[src/rtl/rle_frame_sched.sv]
// Descriptor FIFO and launch sequencer for a run-length-encoder core: queues frame
// descriptors, starts the core, collects results. Define RLE_SCHED_LATENCY_EN for latency measurement.
module rle_frame_sched #(
  parameter int DEPTH      = 4,
  parameter int GAP_CYCLES = 10
) (
  input  logic        clk,
  input  logic        nreset,
  input  logic        desc_valid,
  output logic        desc_ready,
  input  logic [31:0] desc_msg_addr,
  input  logic [31:0] desc_msg_size,
  input  logic [31:0] desc_rle_addr,
  output logic        rle_start,
  output logic [31:0] rle_message_addr,
  output logic [31:0] rle_message_size,
  output logic [31:0] rle_rle_addr,
  input  logic        rle_done,
  input  logic [31:0] rle_size,
  output logic        res_valid,
  input  logic        res_ready,
  output logic [31:0] res_size,
  output logic [31:0] res_latency,
  output logic        busy
);

  localparam int AW = (DEPTH > 1) ? $clog2(DEPTH) : 1;
  localparam int CW = $clog2(DEPTH + 1);
  localparam int GW = 8;

  typedef enum logic [2:0] {
    S_IDLE,
    S_LAUNCH,
    S_RUN,
    S_POST,
    S_GAP
  } state_t;

  state_t r_state;
  state_t w_state_next;

  logic [31:0]   r_fifo_maddr [DEPTH];
  logic [31:0]   r_fifo_msize [DEPTH];
  logic [31:0]   r_fifo_raddr [DEPTH];
  logic [AW-1:0] r_wr_ptr;
  logic [AW-1:0] r_rd_ptr;
  logic [CW-1:0] r_count;
  logic          r_launch_cnt;
  logic [GW-1:0] r_gap_cnt;

  logic          w_full;
  logic          w_empty;
  logic          w_push;
  logic          w_pop;
  logic [31:0]   w_head_size;

  assign w_full      = (r_count == CW'(DEPTH));
  assign w_empty     = (r_count == '0);
  assign desc_ready  = !w_full;
  assign w_push      = desc_valid && !w_full;
  assign w_pop       = (r_state == S_IDLE) && !w_empty;
  assign w_head_size = r_fifo_msize[r_rd_ptr];

  // Storage has no reset so it can map onto distributed/block RAM.
  always_ff @(posedge clk) begin
    if (w_push) begin
      r_fifo_maddr[r_wr_ptr] <= desc_msg_addr;
      r_fifo_msize[r_wr_ptr] <= desc_msg_size;
      r_fifo_raddr[r_wr_ptr] <= desc_rle_addr;
    end
  end

  always_ff @(posedge clk) begin
    if (!nreset) begin
      r_wr_ptr <= '0;
      r_rd_ptr <= '0;
      r_count  <= '0;
    end else begin
      if (w_push) r_wr_ptr <= r_wr_ptr + 1'b1;
      if (w_pop)  r_rd_ptr <= r_rd_ptr + 1'b1;
      case ({w_push, w_pop})
        2'b10:   r_count <= r_count + 1'b1;
        2'b01:   r_count <= r_count - 1'b1;
        default: r_count <= r_count;
      endcase
    end
  end

  always_ff @(posedge clk) begin
    if (!nreset) r_state <= S_IDLE;
    else         r_state <= w_state_next;
  end

  always_comb begin
    w_state_next = r_state;
    rle_start    = 1'b0;
    busy         = (r_state != S_IDLE) || !w_empty;
    case (r_state)
      S_IDLE: begin
        if (!w_empty) w_state_next = (w_head_size == '0) ? S_POST : S_LAUNCH;
      end
      S_LAUNCH: begin
        rle_start = 1'b1;
        if (r_launch_cnt) w_state_next = S_RUN;
      end
      S_RUN: begin
        if (rle_done) w_state_next = S_POST;
      end
      S_POST: begin
        if (res_ready) w_state_next = (GAP_CYCLES == 0) ? S_IDLE : S_GAP;
      end
      S_GAP: begin
        if (r_gap_cnt == GW'(GAP_CYCLES - 1)) w_state_next = S_IDLE;
      end
      default: w_state_next = S_IDLE;
    endcase
  end

  // Core-facing fields are loaded only on a pop, so they stay put for the whole frame.
  always_ff @(posedge clk) begin
    if (!nreset) begin
      rle_message_addr <= '0;
      rle_message_size <= '0;
      rle_rle_addr     <= '0;
      res_valid        <= 1'b0;
      res_size         <= '0;
      r_launch_cnt     <= 1'b0;
      r_gap_cnt        <= '0;
    end else begin
      case (r_state)
        S_IDLE: begin
          if (!w_empty) begin
            rle_message_addr <= r_fifo_maddr[r_rd_ptr];
            rle_message_size <= w_head_size;
            rle_rle_addr     <= r_fifo_raddr[r_rd_ptr];
            r_launch_cnt     <= 1'b0;
            if (w_head_size == '0) begin
              res_size  <= '0;
              res_valid <= 1'b1;
            end
          end
        end
        S_LAUNCH: begin
          r_launch_cnt <= 1'b1;
        end
        S_RUN: begin
          if (rle_done) begin
            res_size  <= rle_size;
            res_valid <= 1'b1;
          end
        end
        S_POST: begin
          if (res_ready) begin
            res_valid <= 1'b0;
            r_gap_cnt <= '0;
          end
        end
        S_GAP: begin
          r_gap_cnt <= r_gap_cnt + 1'b1;
        end
        default: ;
      endcase
    end
  end

`ifdef RLE_SCHED_LATENCY_EN
  logic [31:0] r_lat;

  // Zero in the first start cycle, then counts until done is seen; sticks at all-ones.
  always_ff @(posedge clk) begin
    if (!nreset) begin
      r_lat       <= '0;
      res_latency <= '0;
    end else begin
      if (w_pop) begin
        r_lat <= '0;
      end else if (((r_state == S_LAUNCH) || (r_state == S_RUN)) && (r_lat != 32'hFFFF_FFFF)) begin
        r_lat <= r_lat + 32'd1;
      end
      if (w_pop && (w_head_size == '0)) begin
        res_latency <= '0;
      end else if ((r_state == S_RUN) && rle_done) begin
        res_latency <= r_lat;
      end
    end
  end
`else
  assign res_latency = '0;
`endif

endmodule

[config.mk]
export PLATFORM = sky130hd
export DESIGN_NAME = rle_frame_sched
export DESIGN_NICKNAME = d
export VERILOG_FILES = /design/src/rtl/rle_frame_sched.sv
export SDC_FILE = /design/constraint.sdc
export NUM_CORES = 1
export LEC_CHECK = 0
export ABC_AREA = 0
export BUFFER_PORTS_ARGS = -buffer_cell sky130_fd_sc_hd__buf_2
export CORE_MARGIN = 10
export CORE_UTILIZATION = 56
export DETAILED_ROUTE_END_ITERATION = 8
export HOLD_SLACK_MARGIN = 0.08
export PLACE_DENSITY = 0.88
export SLEW_MARGIN = 15
export SYNTH_ARGS = -nofsm -noshare
export SYNTH_HDL_FRONTEND = slang
export SYNTH_SLANG_ARGS = --single-unit
export TNS_END_PERCENT = 50
[constraint.sdc]
create_clock -name clk -period 4.1 [get_ports clk]
set_input_delay 0.205 -clock clk [delete_from_list [all_inputs] [get_ports clk]]
set_output_delay 0.205 -clock clk [all_outputs]
set_load 0.05 [all_outputs]
==> run summary, run 1 <==
Status: completed
GP Congestion: 0.8081
Static power due to leakage: 8.807 nW
Transition time at the pin with the least slew margin: 1083 ps
Clk buf depth: 3
WL met1: 18540 um
Final Hold Fails: 0
Post-synthesis to final-layout area growth: 23.11%
Number of global-route vias before repair: 12180
Highest metal layer with signal wires: met4
Terminus of the critical flop-to-flop path: res_size[28]
Met3 routed WL: 4337 um
Cell type contributing the most total cell area after synthesis: edfxtp_1
Die span in y: 207.9 um
Total of buffers placed on input and output ports: 264
Starting utilization of the core area: 56.96%
Postcts setup bufs: 0
Worst-path fanout max: 32
Total Wirelength: 48620 um
Cells on worst reg2reg path: 6
Hold wc startpoint: desc_valid
Final max-slew violation count: 0
Number of cells on the worst hold path: 4
Minimum setup slack among reg-to-reg paths: 700 ps
Final-layout worst hold slack: 132.8 ps
Seq pwr share: 42.8%
Non-Filler Instances: 2056
Reported max-cap violation count: 0
Number of standard-cell rows in the floorplan: 68
Met2 WL: 24630 um
Net switching component of the power: 6.146 mW
Sum of net half-perimeters after detailed placement: 27860 um
Chip Width: 207.9 um
Post-CTS Hold Fix Bufs: 130
Core Area: 34710 um2
Mean post-synth cell area: 16.97 um2
Clk pwr share: 26.5%
Post_cts resized: 0
Via count: 11680
Cell Int Power: 10.83 mW
Top cell type's share of synthesized area: 58.32%
Post-synth EDFFs: 384
Worst Skew: 22.35 ps
Maximum vdd ir drop: 637.1 uV
First-iteration detailed-routing DRC count: 950
Area contributors post-synth: edfxtp_1, dfxtp_1, mux4_2, a21boi_0, nand2_1
Clock latency reported for the late side of the worst-skew pair: 580 ps
Number of antenna violations at the first check in global routing: 3
Switching part of the total: 36.21%
Post-synthesis cell type count: 47
Tot GR Track Use: 22.42%
Gate count after technology mapping: 1165
Main synth FF type: edfxtp_1
Worst-path clk slew: 60 ps
Global-route wire length before repair: 75700 um
Setup slack after placement: 786.4 ps
Num Clock Sinks: 534
Kind of launch point of the worst setup path: flip-flop
Tmin final: 3403 ps
Hold Path Sink: r_wr_ptr[1]
Ratio of final minimum period to clock period: 82.99%
CTS tree: done
Synthesis-stage register bit count: 534
Count of TritonRoute iterations in the first routing pass: 5
Data required time at the worst endpoint: 4550 ps
DRC Markers: 0
Sum of overflow across all layers after global routing: 0
Data arrival at the endpoint of the critical path: 3850 ps
Largest net degree at the start of global routing: 75
Num CTS Buffers: 50
Post-synthesis async set-or-reset flop share: 0%
Average wire per standard cell: 23.65 um
Critical setup path kind: reg -> reg
Normalized max-slew margin: 27.79%
Yosys Warn Count: 0
Power per Cell Area: 697.3 nW/um2
PnR worst setup slack: 697.5 ps
Worst hold path class: in -> reg
F_max: 293.9 MHz
Fin Setup TNS: 0 ps
Setup repair after global routing missed its margin: false
Number of placed instances with taps included: 1830
Combinational cell fraction of total power: 30.7%
Proportion of synthesized chip area in sequential cells: 73.51%
Number of nets in the final layout: 1698
Final Util: 70.12%
Final setup viols: 0
Synth Cell Area: 19770 um2
CTS HTree Levels: 2
I/O pin cnt: 297
Antenna viol nets, final: 0
Die Footprint: 43220 um2
Element type at the critical path end: flip-flop
Library cell used as clock root buffer: clkbuf_16
Vias/cell: 5.680
Share of final-layout standard cells stronger than drive strength 1: 28.35%
[kinds of logic after synthesis]
family / count (synthesis) / share of synthesized area (%)
simple gates: 258 / 5.575
flops: 534 / 73.51
xor+xnor: 5 / 0.2215
compound gates: 155 / 6.005
mux: 99 / 11.24
other cells: 1 / 0.01897
buf+inv: 105 / 2.885
fa+ha+maj: 8 / 0.5442
[power groups by stage]
stage / sequential, mW / combinational, mW / clock (mW)
6_report: 7.26 / 5.22 / 4.50
5_1_grt: 7.36 / 5.58 / 4.79
4_1_cts: 7.26 / 5.25 / 4.56
3_5_place_dp: 7.34 / 5.10 / 0
3_3_place_gp: 7.29 / 5.00 / 0
2_1_floorplan: 8.44 / 2.59 / 0
[cells in the final DEF (no fill, tap or decap), types with 5 or more instances in the layout]
cell type        n
a21oi_1          6
buf_12           5
nand2_1        202
clkbuf_16       52
nor2_1           7
inv_1            8
a22o_1          32
ha_1             7
nor4_1           8
dfxtp_1        147
dlygate4sd3_1  130
and2_1          10
clkinv_2         7
mux4_1           8
clkbuf_1        10
a21boi_0       101
o21ai_0          7
mux4_2          88
buf_4            7
conb_1          32
buf_2          263
edfxtp_1       384
clkinv_1         7
[worst max-delay path, cell delays in order, from the launching register on]
cell     delay [ps]
dfxtp_2         610
buf_4           440
mux4_1          660
nor4_1          500
and4_1          370
a31oi_4         340
a22o_1          340
[metrics by stage]
step                total power, mW  instance area, um2
floorplan                     11.03               19890
global placement              12.29               21430
detailed placement            12.44               21430
CTS                           17.06               24330
global route                  17.73               24340
finish                        16.97               24340
[cells in the mapped netlist (2+ instances only)]
cell type  instances
a21boi_0         101
a21oi_1            6
a22o_1            32
a31oi_1            3
and2_1            10
and3_1             6
and4_1             2
buf_1             14
buf_2              3
buf_4             33
buf_6              5
clkbuf_1          40
dfxtp_1          150
edfxtp_1         384
ha_1               7
inv_1              8
mux2i_1            2
mux4_1             8
mux4_2            88
nand2_1          202
nand2b_1           2
nand3_1            3
nand3b_1           4
nand4_1            2
nor2_1             7
nor2b_1            4
nor3_1             2
nor4_1             8
o21ai_0            7
o41ai_1            2
xnor2_1            4
[flip-flops by register name, indices dropped and copies added, names as in the netlist, 3 cells and up, named ones only]
| name | count |
|---|---|
| r_fifo_maddr | 128 |
| r_fifo_msize | 128 |
| r_fifo_raddr | 128 |
| res_size | 32 |
| rle_message_addr | 32 |
| rle_message_size | 32 |
| rle_rle_addr | 32 |
| r_gap_cnt | 8 |
| r_count | 3 |
| r_state | 3 |
[area by class of cell]
type	instances	area [um2]
Clock buffer	66	1394
Timing Repair Buffer	405	2770
Antenna cell	3	7.507
Clock inverter	27	209.0
Sequential cell	534	14540
Tap cell	455	569.3
Multi-Input combinational cell	557	4813
Inverter	9	36.28
Fill cell	2078	10370
[per-layer routing]
layer | vias up | global-route usage (%)
met3 | 79 | 6.215
met2 | 599 | 37.65
li1 | 5167 | -
met4 | 0 | 6.376
met1 | 5834 | 28.04
met5 | - | 0
[worst max path at each step]
stage | to | startpoint | slack (ps) | depth (start not counted)
finish | res_size[28] | flip-flop | 700 | 6
global route | res_size[28] | flip-flop | 500 | 6
CTS | res_size[10] | flip-flop | 680 | 6
detailed placement | res_size[10] | flip-flop | 790 | 6
global placement | res_size[16] | flip-flop | 990 | 6
floorplan | r_fifo_maddr[0][0] | r_count[1] | 380 | 3
Note: power is estimated with default switching activity, not from simulation.
==> run 2: changes to the inputs <==
- ABC_AREA: 0 -> 1
- CORE_UTILIZATION: 56 -> 51
- PLACE_DENSITY: 0.88 -> 0.84
- clock period: 4.1 -> 2.7 ns (I/O delays scaled with it)
==> run summary, run 2 <==
Commonest cells in the synthesized netlist: edfxtp_1, nor2_1, nand2_1
Overall Power: 28.87 mW (+70%)
Largest delay share family, worst path: simple AND/OR/NAND/NOR gates
Data required time at the worst endpoint: 3210 ps (-1340 ps)
Post-synthesis cell type count: 29 (-38%)
Share of final-layout standard cells stronger than drive strength 1: 17.65% (-11 points)
GP Congestion: 0.8426 (+4.3%)
Crit-path most repeated cell: nand2_1
Worst path slowest cell: dfxtp_2
Hold Path Sink: r_fifo_msize[1][12]
Post-synth EDFFs: 384 (unchanged)
Final Hold Fails: 0 (unchanged)
Synthesis-stage register bit count: 534 (unchanged)
Clk pwr share: 27.2% (+0.7 points)
Hold wc startpoint: desc_msg_size[12]
Core Area: 39730 um2 (+14%)
Seq pwr share: 37.6% (-5.2 points)
Worst hold path class: in -> reg
Summed area of non-filler cells in the final layout: 25460 um2 (+4.6%)
Data arrival at the endpoint of the critical path: 2960 ps (-890 ps)
Delay of the slowest critical-path stage: 340 ps (-320 ps)
F_max: 407.4 MHz (+39%)
Sum of overflow across all layers after global routing: 0 (unchanged)
Instance area at placement: 22240 um2 (+3.8%)
WP buf/inv: 2 (+1)
Worst-path clk slew: 60 ps (about the same)
Number of standard-cell rows in the floorplan: 73 (+7.4%)
Cell type contributing the most total cell area after synthesis: edfxtp_1
Gate count after technology mapping: 1835 (+58%)
Maximum vdd ir drop: 908.8 uV (+43%)
Filler cells: 2870 (+38%)
Setup slack after placement: 142.8 ps (-643.6 ps)
Minimum setup slack among reg-to-reg paths: 250 ps (-450 ps)
CTS HTree Levels: 2 (unchanged)
Number of placed instances with taps included: 2548 (+39%)
Cell Int Power: 17.49 mW (+62%)
Final setup viols: 0 (unchanged)
Proportion of synthesized chip area in sequential cells: 71.06% (-2.4 points)
Non-Filler Instances: 2783 (+35%)
Main synth FF type: edfxtp_1
DRC Markers: 0 (unchanged)
Cell-by-cell listing of the critical path: inv_2 > buf_4 > nand2_1 > nand3_1 > nand2_1 > nand2_1 > nor2_1 > nand2_1 > nor2_2 > nand2_2 > nand2_8 > nand2_4 > nand2_1 > nand2_1 > nor2_1
Via count: 15170 (+30%)
Area contributors post-synth: edfxtp_1, dfxtp_1, nor2_1, o21ai_0, nand2_1
Die span in y: 220.3 um (+5.9%)
Kind of launch point of the worst setup path: flip-flop
Post-synthesis to final-layout area growth: 24.50%
Static power due to leakage: 9.972 nW (+13%)
Crit. path cell count: 15 (+9)
Status: completed
Clock latency reported for the late side of the worst-skew pair: 600 ps (+20 ps)
CTS tree: done
Number of cells on the worst hold path: 2 (-2)
Combinational cell fraction of total power: 35.2% (+4.5 points)
Global-route wire length before repair: 83100 um (+9.8%)
Normalized max-slew margin: 33.09% (+5.3 points)
Tot GR Track Use: 21.68% (-0.74 points)
Transition time at the pin with the least slew margin: 1004 ps (-79.54 ps)
Count of TritonRoute iterations in the first routing pass: 7 (+2)
Top cell type's share of synthesized area: 56.38% (-1.9 points)
Average wire per standard cell: 19.51 um (-17%)
Terminus of the critical flop-to-flop path: res_size[0]
Vias/cell: 5.450 (-4.1%)
Switching part of the total: 39.42% (+3.2 points)
Die Footprint: 48510 um2 (+12%)
PnR worst setup slack: 245.2 ps (-452.3 ps)
Starting utilization of the core area: 51.48% (-5.5 points)
Antenna viol nets, final: 0 (unchanged)
Number of global-route vias before repair: 15020 (+23%)
Reported max-cap violation count: 0 (unchanged)
Leading cell type in the layout, fill and taps excluded: edfxtp_1
Total Wirelength: 54300 um (+12%)
Synth Cell Area: 20450 um2 (+3.4%)
Ratio of final minimum period to clock period: 90.92% (+7.9 points)
Chip Width: 220.3 um (+5.9%)
Worst-path fanout max: 22 (-31%)
Yosys Warn Count: 0 (unchanged)
Clk buf depth: 3 (unchanged)
Sum of net half-perimeters after detailed placement: 31070 um (+12%)
First-iteration detailed-routing DRC count: 1498 (+58%)
Total of buffers placed on input and output ports: 264 (unchanged)
Critical setup path kind: reg -> reg
Leading registers by flop count: r_fifo_maddr: 128 flops, r_fifo_msize: 128 flops, r_fifo_raddr: 128 flops
Most used cells in the layout excluding fill and tap cells: edfxtp_1, nor2_1, nand2_1, buf_2, o21ai_0
Largest net degree at the start of global routing: 104 (+39%)
Postcts setup bufs: 0 (unchanged)
Mean post-synth cell area: 11.15 um2 (-34%)
Number of nets in the final layout: 2353 (+39%)
Net switching component of the power: 11.38 mW (+85%)
Fin Setup TNS: 0 ps (unchanged)
Sequential cell area: 14540 um2 (about the same)
Tmin final: 2455 ps (-947.7 ps)
Leading cell type by number of instances after synthesis: edfxtp_1
Worst Skew: 25.94 ps (+3.587 ps)
Num Clock Sinks: 534 (unchanged)
Number of antenna violations at the first check in global routing: 3 (unchanged)
Cells on worst reg2reg path: 15 (+9)
Num CTS Buffers: 53 (+6.0%)
Element type at the critical path end: flip-flop
Library cell used as clock root buffer: clkbuf_16
Post-synthesis async set-or-reset flop share: 0% (unchanged)
Area of the multi-input gates: 5099 um2 (+5.9%)
Final max-slew violation count: 0 (unchanged)
Power per Cell Area: 1134 nW/um2 (+63%)
I/O pin cnt: 297 (unchanged)
-- run 2: cell count changes in the layout (fill, tap and decap cells not counted), sizes merged, moves of 32 or more --
cell,delta
a21oi,+64
inv,+50
a22o,-32
a21boi,-101
nand3,+92
a31oi,+60
nor2,+331
o21ai,+230
nand2,+68
mux4,-96
-- run 2: final cells by class --
| class | count | area share [%] |
|---|---|---|
| Inverter | 63 | 0.9336 |
| Clock buffer | 67 | 5.572 |
| Sequential cell | 534 | 57.10 |
| Timing Repair Buffer | 434 | 12.01 |
| Tap cell | 525 | 2.580 |
| Multi-Input combinational cell | 1126 | 20.02 |
| Clock inverter | 31 | 1.754 |
| Antenna cell | 3 | 0.02948 |
-- run 2: kinds of logic after synthesis --
logic type                 count (synthesis)  share of synthesized area [%]
adders and majority gates                  8                         0.5261
and+or+nand+nor                          707                          13.67
AOI/OAI and AO/OA                        378                          9.739
buffers and inverters                    207                          4.986
DFF                                      534                          71.06
other                                      1                        0.01833
-- run 2: timing repair --
action                                 in CTS  in global routing
hold buffers                              133                  0
setup endpoints to repair                   0                 19
endpoints found under the hold margin     431                  0
gates resized for setup                     0                  3
-- run 2: metal layers --
layer / track usage (%) / wire length, um
met5: 0 / 0
met4: 6.871 / 1214
met3: 4.424 / 5342
met2: 37.26 / 26850
met1: 27.05 / 20890
-- run 2: worst register-to-register path: cells and delay by family, from the launching register on --
kind / cells / cell delay [ps]
and+or+nand+nor: 13 / 1590
DFF: 1 / 340
buffers and inverters: 2 / 430
-- run 2: how the worst max path moves through the flow --
stage                           from                  to
after floorplan           r_count[1]  r_fifo_maddr[0][0]
after global placement     flip-flop         res_size[2]
after detailed placement   flip-flop         res_size[3]
after CTS                  flip-flop         res_size[3]
after global routing       flip-flop         res_size[0]
final                      flip-flop         res_size[0]
-- run 2: through the flow --
step                      util, %  hold slack, ps
after floorplan                 -           233.9
after global placement      55.96           343.1
after detailed placement    55.96           350.2
after CTS                   64.01           252.1
after global routing        64.08           295.4
final                       64.09           297.1
-- run 2: power by group through the flow --
stage	combinational (mW)	sequential (mW)	clock, mW
after floorplan	5.01	13.3	0
after global placement	9.57	10.9	0
after detailed placement	9.85	11.0	0
after CTS	10.1	10.8	7.95
after global routing	11.1	11.0	8.32
final	10.2	10.9	7.85
==> run 3: changes to the inputs <==
- BUFFER_PORTS_ARGS: -buffer_cell sky130_fd_sc_hd__buf_2 -> default
- CORE_UTILIZATION: 51 -> 57
- DONT_BUFFER_PORTS: default -> 1
==> run summary, run 3 (same netlist as run 2, synthesis figures left out) <==
Num CTS Buffers: 52 (-1.9%)
Share of final-layout standard cells stronger than drive strength 1: 6.640% (-11 points)
Non-Filler Instances: 2457 (-12%)
Core Area: 35480 um2 (-11%)
Hold wc startpoint: desc_rle_addr[1]
Worst path slowest cell: dfxtp_2
Clk buf depth: 3 (unchanged)
Data required time at the worst endpoint: 3160 ps (-50 ps)
Maximum vdd ir drop: 1244 uV (+37%)
Number of nets in the final layout: 2087 (-11%)
CTS tree: done
Area of the multi-input gates: 5087 um2 (-0.22%)
Chip Width: 209.4 um (-4.9%)
Fin Setup TNS: 0 ps (unchanged)
Total Wirelength: 52910 um (-2.6%)
Via count: 14300 (-5.7%)
Leading cell type in the layout, fill and taps excluded: edfxtp_1
Worst hold path class: in -> reg
Cells on worst reg2reg path: 14 (-1)
Post-synthesis to final-layout area growth: 17.28%
Sequential cell area: 14540 um2 (unchanged)
Setup slack after placement: 248.1 ps (+105.2 ps)
Final Hold Fails: 0 (unchanged)
Summed area of non-filler cells in the final layout: 23990 um2 (-5.8%)
Most used cells in the layout excluding fill and tap cells: edfxtp_1, nor2_1, nand2_1, o21ai_0, dfxtp_1
Filler cells: 2284 (-20%)
Sum of net half-perimeters after detailed placement: 28600 um (-8.0%)
CTS HTree Levels: 2 (unchanged)
Element type at the critical path end: flip-flop
Data arrival at the endpoint of the critical path: 2980 ps (+20 ps)
Cell-by-cell listing of the critical path: buf_6 > nand2_1 > nand3_1 > nand2_1 > nand2_1 > nor2_1 > nand2_1 > nor2_1 > nand2_1 > nand2_4 > buf_4 > nand3_1 > nand2_1 > nor2_1
Final setup viols: 0 (unchanged)
Global-route wire length before repair: 80150 um (-3.6%)
Count of TritonRoute iterations in the first routing pass: 8 (+1)
Total of buffers placed on input and output ports: 0 (-100%)
Hold Path Sink: r_fifo_raddr[1][1]
Worst Skew: 19.03 ps (-6.909 ps)
Largest delay share family, worst path: simple AND/OR/NAND/NOR gates
Average wire per standard cell: 21.53 um (+10%)
Tot GR Track Use: 23.16% (+1.5 points)
Final max-slew violation count: 0 (unchanged)
Critical setup path kind: reg -> reg
Delay of the slowest critical-path stage: 340 ps (about the same)
Worst-path clk slew: 60 ps (about the same)
Terminus of the critical flop-to-flop path: res_size[12]
Leading registers by flop count: r_fifo_maddr: 128 flops, r_fifo_msize: 128 flops, r_fifo_raddr: 128 flops
Tmin final: 2514 ps (+59.40 ps)
Number of global-route vias before repair: 13990 (-6.9%)
Starting utilization of the core area: 57.64% (+6.2 points)
Antenna viol nets, final: 0 (unchanged)
Normalized max-slew margin: 38.12% (+5.0 points)
WP buf/inv: 2 (unchanged)
Postcts setup bufs: 0 (unchanged)
Instance area at placement: 20870 um2 (-6.2%)
I/O pin cnt: 297 (unchanged)
Kind of launch point of the worst setup path: flip-flop
GP Congestion: 0.8029 (-4.7%)
Die span in y: 209.4 um (-4.9%)
Number of cells on the worst hold path: 1 (-1)
First-iteration detailed-routing DRC count: 1662 (+11%)
Final Util: 67.60% (+3.5 points)
Static power due to leakage: 8.738 nW (-12%)
Transition time at the pin with the least slew margin: 928.3 ps (-75.43 ps)
Clock latency reported for the late side of the worst-skew pair: 590 ps (about the same)
Final-layout worst hold slack: 251.5 ps (-45.59 ps)
PnR worst setup slack: 185.8 ps (-59.40 ps)
Number of standard-cell rows in the floorplan: 69 (-5.5%)
Die Footprint: 43860 um2 (-9.6%)
Sum of overflow across all layers after global routing: 0 (unchanged)
Number of antenna violations at the first check in global routing: 8 (+5)
Overall Power: 27.94 mW (-3.2%)
Worst-path fanout max: 64 (+190%)
Num Clock Sinks: 534 (unchanged)
Largest net degree at the start of global routing: 140 (+35%)
DRC Markers: 0 (unchanged)
F_max: 397.7 MHz (-2.4%)
Library cell used as clock root buffer: clkbuf_16
Power per Cell Area: 1165 nW/um2 (+2.7%)
Vias/cell: 5.821 (+6.8%)
Setup repair after global routing missed its margin: false
Minimum setup slack among reg-to-reg paths: 190 ps (-60 ps)
Number of placed instances with taps included: 2219 (-13%)
Reported max-cap violation count: 0 (unchanged)
Ratio of final minimum period to clock period: 93.12% (+2.2 points)
Status: completed
Crit-path most repeated cell: nand2_1
==> run 3: worst max path at each step <==
stage	startpoint	cells after the start	slack, ps	end
after floorplan	r_count[1]	4	90	r_fifo_maddr[0][0]
after global placement	flip-flop	13	320	res_size[17]
after detailed placement	flip-flop	14	250	res_size[17]
after CTS	flip-flop	14	160	res_size[17]
after global routing	flip-flop	14	30	res_size[16]
final	flip-flop	14	190	res_size[12]
==> run 3: power by group <==
part / total, mW / internal, mW / leakage (nW) / switching, mW
Sequential: 13.5 / 10.2 / 4.76 / 3.30
Combinational: 7.10 / 2.13 / 3.14 / 4.97
Clock: 7.34 / 4.34 / 0.841 / 3.00
==> run 3: final cells by class <==
type | count | area share [%]
flip-flops and latches | 534 | 60.61
diodes | 8 | 0.08346
clock inverters | 21 | 1.163
clock buffers | 75 | 6.082
repair buffers | 169 | 7.443
well taps | 461 | 2.405
inverters | 63 | 1.001
multi-input cells | 1126 | 21.21
==> run 3: routing by layer <==
metal  routed length, um  track usage (%)  vias to the layer above
met5                   0                0                        -
met4                1101            7.492                        0
met3                6061            7.157                       94
met2               26230            39.15                      853
met1               19520            27.75                     6831
li1                    -                -                     6524
==> run 3: what timing repair did <==
action                                  in CTS  in global routing
hold buffers                               133                  0
endpoints found under the setup margin       0                 20
resized for setup                            0                  4
hold endpoints to repair                   534                  0
